<file path="config.mk">
export PLATFORM = sky130hd
export DESIGN_NAME = stopwatch_ctrl
export DESIGN_NICKNAME = d
export VERILOG_FILES = /design/src/rtl/stopwatch_ctrl.sv
export SDC_FILE = /design/constraint.sdc
export NUM_CORES = 1
export LEC_CHECK = 0
export ABC_AREA = 1
export BUFFER_PORTS_ARGS = -buffer_cell sky130_fd_sc_hd__buf_2
export CORE_MARGIN = 4
export CORE_UTILIZATION = 35
export CTS_CLUSTER_DIAMETER = 40
export DETAILED_ROUTE_END_ITERATION = 8
export GPL_ROUTABILITY_DRIVEN = 0
export GPL_TIMING_DRIVEN = 0
export HOLD_SLACK_MARGIN = 0.03
export PLACE_DENSITY_LB_ADDON = 0.12
export SLEW_MARGIN = 20
export SYNTH_ARGS = -nofsm -noshare
export SYNTH_HDL_FRONTEND = slang
export SYNTH_SLANG_ARGS = --single-unit
</file>
<file path="constraint.sdc">
create_clock -name clk -period 2.2 [get_ports clk]
set_input_delay 0.33 -clock clk [delete_from_list [all_inputs] [get_ports clk]]
set_output_delay 0.33 -clock clk [all_outputs]
set_load 0.1 [all_outputs]
</file>
<file path="src/rtl/stopwatch_ctrl.sv">
// Stopwatch front-panel controller: button edge detection, run-state FSM,
// registered timer command pulses and a lap-capture FIFO with valid/ready drain.
module stopwatch_ctrl #(
    parameter int DATA_WIDTH = 16,
    parameter int LAP_DEPTH  = 4
) (
    input  logic                               clk,
    input  logic                               resetn,
    input  logic                               btn_ss,
    input  logic                               btn_lap,
    input  logic                               btn_clr,
    input  logic [DATA_WIDTH-1:0]              count,
    output logic                               tmr_start,
    output logic                               tmr_stop,
    output logic                               tmr_reset,
    output logic                               running,
    output logic                               lap_valid,
    output logic [DATA_WIDTH-1:0]              lap_data,
    input  logic                               lap_ready,
    output logic [$clog2(LAP_DEPTH+1)-1:0]     lap_count,
    output logic                               lap_overflow
);
    // state | meaning
    // IDLE  | timer cleared, lap presses ignored
    // RUN   | timer counting, laps captured
    // PAUSE | timer held, laps still captured

    localparam int PW = $clog2(LAP_DEPTH);
    localparam int CW = $clog2(LAP_DEPTH + 1);

    typedef enum logic [1:0] {
        IDLE  = 2'd0,
        RUN   = 2'd1,
        PAUSE = 2'd2
    } state_t;

    state_t state;
    state_t state_nxt;

    logic hist_ss;
    logic hist_lap;
    logic hist_clr;
    logic ev_ss;
    logic ev_lap;
    logic ev_clr;

    logic start_nxt;
    logic stop_nxt;
    logic reset_nxt;

    logic push;
    logic pop;
    logic full;
    logic do_write;
    logic [PW-1:0]         wr_ptr;
    logic [PW-1:0]         rd_ptr;
    logic [DATA_WIDTH-1:0] mem [LAP_DEPTH];

    // History resets high so a button held through reset does not fire on release.
    always_ff @(posedge clk or negedge resetn) begin
        if (!resetn) begin
            hist_ss  <= 1'b1;
            hist_lap <= 1'b1;
            hist_clr <= 1'b1;
        end else begin
            hist_ss  <= btn_ss;
            hist_lap <= btn_lap;
            hist_clr <= btn_clr;
        end
    end

    assign ev_ss  = btn_ss  & ~hist_ss;
    assign ev_lap = btn_lap & ~hist_lap;
    assign ev_clr = btn_clr & ~hist_clr;

    always_ff @(posedge clk or negedge resetn) begin
        if (!resetn) begin
            state <= IDLE;
        end else begin
            state <= state_nxt;
        end
    end

    always_comb begin
        state_nxt = state;
        if (ev_clr) begin
            state_nxt = IDLE;
        end else if (ev_ss) begin
            case (state)
                IDLE:    state_nxt = RUN;
                RUN:     state_nxt = PAUSE;
                PAUSE:   state_nxt = RUN;
                default: state_nxt = IDLE;
            endcase
        end
    end

    // clr swallows any same-cycle ss, so the three commands stay mutually exclusive.
    always_comb begin
        reset_nxt = ev_clr;
        start_nxt = 1'b0;
        stop_nxt  = 1'b0;
        if (!ev_clr && ev_ss) begin
            if (state == RUN) begin
                stop_nxt = 1'b1;
            end else begin
                start_nxt = 1'b1;
            end
        end
    end

    always_ff @(posedge clk or negedge resetn) begin
        if (!resetn) begin
            tmr_start <= 1'b0;
            tmr_stop  <= 1'b0;
            tmr_reset <= 1'b0;
        end else begin
            tmr_start <= start_nxt;
            tmr_stop  <= stop_nxt;
            tmr_reset <= reset_nxt;
        end
    end

    assign running = (state == RUN);

    assign full      = (lap_count == CW'(LAP_DEPTH));
    assign lap_valid = (lap_count != '0);
    assign pop       = lap_valid & lap_ready;
    assign push      = ev_lap & ~ev_clr & (state != IDLE);
    assign do_write  = push & (~full | pop);
    assign lap_data  = lap_valid ? mem[rd_ptr] : '0;

    always_ff @(posedge clk or negedge resetn) begin
        if (!resetn) begin
            wr_ptr       <= '0;
            rd_ptr       <= '0;
            lap_count    <= '0;
            lap_overflow <= 1'b0;
        end else if (ev_clr) begin
            wr_ptr       <= '0;
            rd_ptr       <= '0;
            lap_count    <= '0;
            lap_overflow <= 1'b0;
        end else begin
            if (do_write) begin
                wr_ptr <= wr_ptr + 1'b1;
            end
            if (pop) begin
                rd_ptr <= rd_ptr + 1'b1;
            end
            if (push && full && !pop) begin
                lap_overflow <= 1'b1;
            end
            if (do_write && !pop) begin
                lap_count <= lap_count + 1'b1;
            end else if (!do_write && pop) begin
                lap_count <= lap_count - 1'b1;
            end
        end
    end

    // When full with a pop, wr_ptr == rd_ptr: the new tail overwrites the head being popped.
    always_ff @(posedge clk) begin
        if (do_write) begin
            mem[wr_ptr] <= count;
        end
    end

endmodule
</file>
==> results.py <==
metrics = {
    "yosys": {
        "syn_inst": 285,
        "ys_types": 26,
        "synth_seq_cells": 80,
        "seq_area_frac_synth_pct": 69.13,
        "synth_area_um2": 3364,
        "async_flop_share_pct": 20.00,
        "synthFlopType": "edfxtp_1",
        "synth_area_per_cell_um2": 11.81,
        "synth_nets": 312,
        "yosysWarnings": 0,
        "synth_edf_count": 64,
    },
    "placed_design": {
        "numPortBuffers": 46,
        "hpwlAfterDp_mm": 4.845,
    },
    "critical_path": {
        "cp_max_fo": 10,
        "regToRegEndpoint": "mem[0][12]$_DFFE_PP_",
        "rr_startpoint": "hist_clr$_DFF_PN1_",
        "critPathArrivalTime_ns": 1.77,
        "start_kind": "flip-flop",
        "ff2ff_setup_slack_ns": 0.24,
        "cp_num_buf_inv": 3,
        "cpPeakStageDelay_ns": 0.37,
        "crit_slowest_cell": "dfrtp_1",
        "crit_path_cell_trace": "buf_4 -> clkbuf_4 -> nor2_1 -> o21ai_0 -> a21oi_4 -> buf_8",
        "rr_worst_depth": 7,
        "critPathCaptureType": "output pin",
        "crit_family": "buffers and inverters",
        "path_class": "flip-flop to output pin",
        "cp.required_ns": 1.87,
    },
    "global_route": {
        "grt_use_total_pct": 13.97,
        "grt_max_degree": 17,
        "grt_pass1_vias": 2308,
        "grt-ovfl-total": 0,
        "busiest_layer": "met2",
        "grt_util_met1_pct": 17.58,
        "grtUsageMet2_pct": 23.50,
        "use_met3_pct": 2.975,
        "grt_pass1_wl_mm": 11.99,
        "antenna_found_initial": 0,
    },
    "floorplanning": {
        "die_area_um2": 11250,
        "die_h_um": 106.0,
        "initial_core_util_pct": 36.24,
        "io-pin-count": 47,
        "fp-row-count": 35,
        "fp.dieW_um": 106.0,
        "core_area_um2": 9284,
    },
    "flow_run": {
        "cap_viol_max_count": 0,
    },
    "cells_and_area": {
        "fillers": 856,
        "syn_to_final_growth_pct": 32.58,
        "diodes": 0,
        "layout.nets": 376,
        "drive_gt1_share_pct": 36.72,
    },
    "sta": {
        "fin_worst_skew_ns": 0.007178,
        "period_needed_ns": 2.097,
        "slew_headroom_pct": 63.45,
        "setup_viol": 0,
        "rsz0062_at_grt": "true",
        "finalHoldViolCount": 0,
        "drv_slew": 0,
        "fin_hold_ws_ns": 0.09161,
        "period_share_pct": 95.31,
        "max_slew.worst_pin.slew_ns": 0.5477,
        "fmax_mhz": 476.9,
    },
    "route": {
        "via_per_inst": 4.586,
        "num_vias": 2215,
        "drc": 0,
        "drt_iter0_drc": 65,
        "postRouteAntennaNets": 0,
        "wl_per_cell_um": 14.76,
        "finalWirelength_mm": 7.128,
        "dr.pass1.iters": 4,
    },
    "clock_network": {
        "clock_sinks": 80,
        "clk_pin_slew_ns": 0.08,
        "clockBufferDepth": 2,
        "cts_inserted_buffers": 9,
        "clock_latency_ns": 0.35,
        "cts_tree": "yes",
        "cts-htree-levels": 3,
        "cts_root_buf": "clkbuf_8",
    },
    "status": {
        "outcome": "complete, no violations",
    },
    "min_path": {
        "holdPathStages": 1,
        "hp-start": "btn_ss",
        "hold_class": "input pin to flip-flop",
        "hold_end": "hist_ss$_DFF_PN1_",
    },
}
==> metrics by stage <==
step	util (%)	cell area, um2	TNS, ns	instances	setup slack (ns)
5_1_grt	48.05	4461	-0.008083	483	-0.002903
3_3_place_gp	42.16	3914	-26.02	460	-0.4692
6_report	48.05	4461	0	483	0.1031
3_5_place_dp	42.83	3976	0	464	0.01685
2_1_floorplan	-	3522	-1.141	285	-0.1056
4_1_cts	47.01	4364	0	483	0.005460
==> synthesized netlist by cell type (3+ instances only) <==
| library cell | instances | area [um2] |
|---|---|---|
| nand3_1 | 6 | 30.03 |
| a21oi_1 | 18 | 90.09 |
| o21ai_1 | 3 | 15.01 |
| dfrtp_1 | 13 | 325.3 |
| nand2_1 | 9 | 33.78 |
| nand2_4 | 6 | 67.56 |
| nand2_2 | 7 | 43.79 |
| edfxtp_1 | 64 | 1922 |
| inv_2 | 6 | 22.52 |
| inv_1 | 18 | 67.56 |
| buf_2 | 6 | 30.03 |
| ha_1 | 4 | 50.05 |
| o21ai_0 | 36 | 180.2 |
| nor2_1 | 72 | 270.3 |
| dfstp_2 | 3 | 78.83 |
==> registers in the layout, summed over array words and instances (netlist names) <==
register / count
hist_clr: 1
rd_ptr: 2
tmr_reset: 1
tmr_start: 1
lap_overflow: 1
tmr_stop: 1
hist_lap: 1
hist_ss: 1
lap_count: 3
state: 2
wr_ptr: 2
mem: 64
==> cell usage in the layout, fill, tap and decap left out, drive strengths merged, types with 2 or more instances in the layout <==
cell,Yosys,layout
ha,4,4
dfrtp,13,13
nand2,22,22
nor2,75,75
edfxtp,64,64
buf,9,63
a21oi,18,18
inv,24,24
o21ai,39,39
clkinv,0,2
o22ai,2,2
clkbuf,3,11
bufinv,0,3
dfstp,3,3
nand3,8,8
==> how the worst max path moves through the flow <==
| stage | from | to | slack (ns) | cells past startpoint |
|---|---|---|---|---|
| after floorplan | lap_count[2]$_DFFE_PN0P_ | lap_data[0] | -0.11 | 4 |
| final | rd_ptr[1]$_DFFE_PN0P_ | lap_data[11] | 0.10 | 6 |
| after global routing | rd_ptr[0]$_DFFE_PN0P_ | lap_data[6] | -0.003 | 7 |
| after detailed placement | lap_count[1]$_DFFE_PN0P_ | lap_data[12] | 0.02 | 6 |
| after CTS | rd_ptr[0]$_DFFE_PN0P_ | lap_data[12] | 0.005 | 6 |
| after global placement | hist_clr$_DFF_PN1_ | mem[3][8]$_DFFE_PP_ | -0.47 | 6 |
==> layout make-up <==
type	count	area (um2)	share of cell area [%]
flip-flops and latches	80	2337	52.40
multi-input cells	169	1032	23.14
plain buffers	12	113.9	2.553
repair buffers	53	484.2	10.86
clock buffers	10	127.6	2.861
well taps	129	161.4	3.619
inverters	24	96.34	2.160
clock inverters	6	107.6	2.412
==> timing repair <==
action                                  CTS  global route
gates resized for setup                  38            35
buffers inserted                          2             0
endpoints found under the setup margin   16            16
endpoints found under the hold margin    13             0
pin swaps                                 0             1
hold buffers                              1             0
==> per-layer routing <==
layer / part of all wire [%] / up-vias
met5: 0 / -
met1: 47 / 1067
met3: 3.8 / 11
met4: 1.7 / 0
met2: 48 / 43
li1: - / 1094
==> logic make-up (layout without fill, tap and decap cells) <==
| logic type | after synthesis | after routing | share of synthesized area, % |
|---|---|---|---|
| flops | 80 | 80 | 69.13 |
| buf+inv | 36 | 105 | 4.760 |
| compound gates | 59 | 59 | 8.851 |
| simple gates | 105 | 105 | 15.17 |
| fa+ha+maj | 5 | 5 | 2.083 |
Power is left out: the tool's default activity adds up to more than one toggle a clock period on the data nets, which glitch-free logic cannot reach.
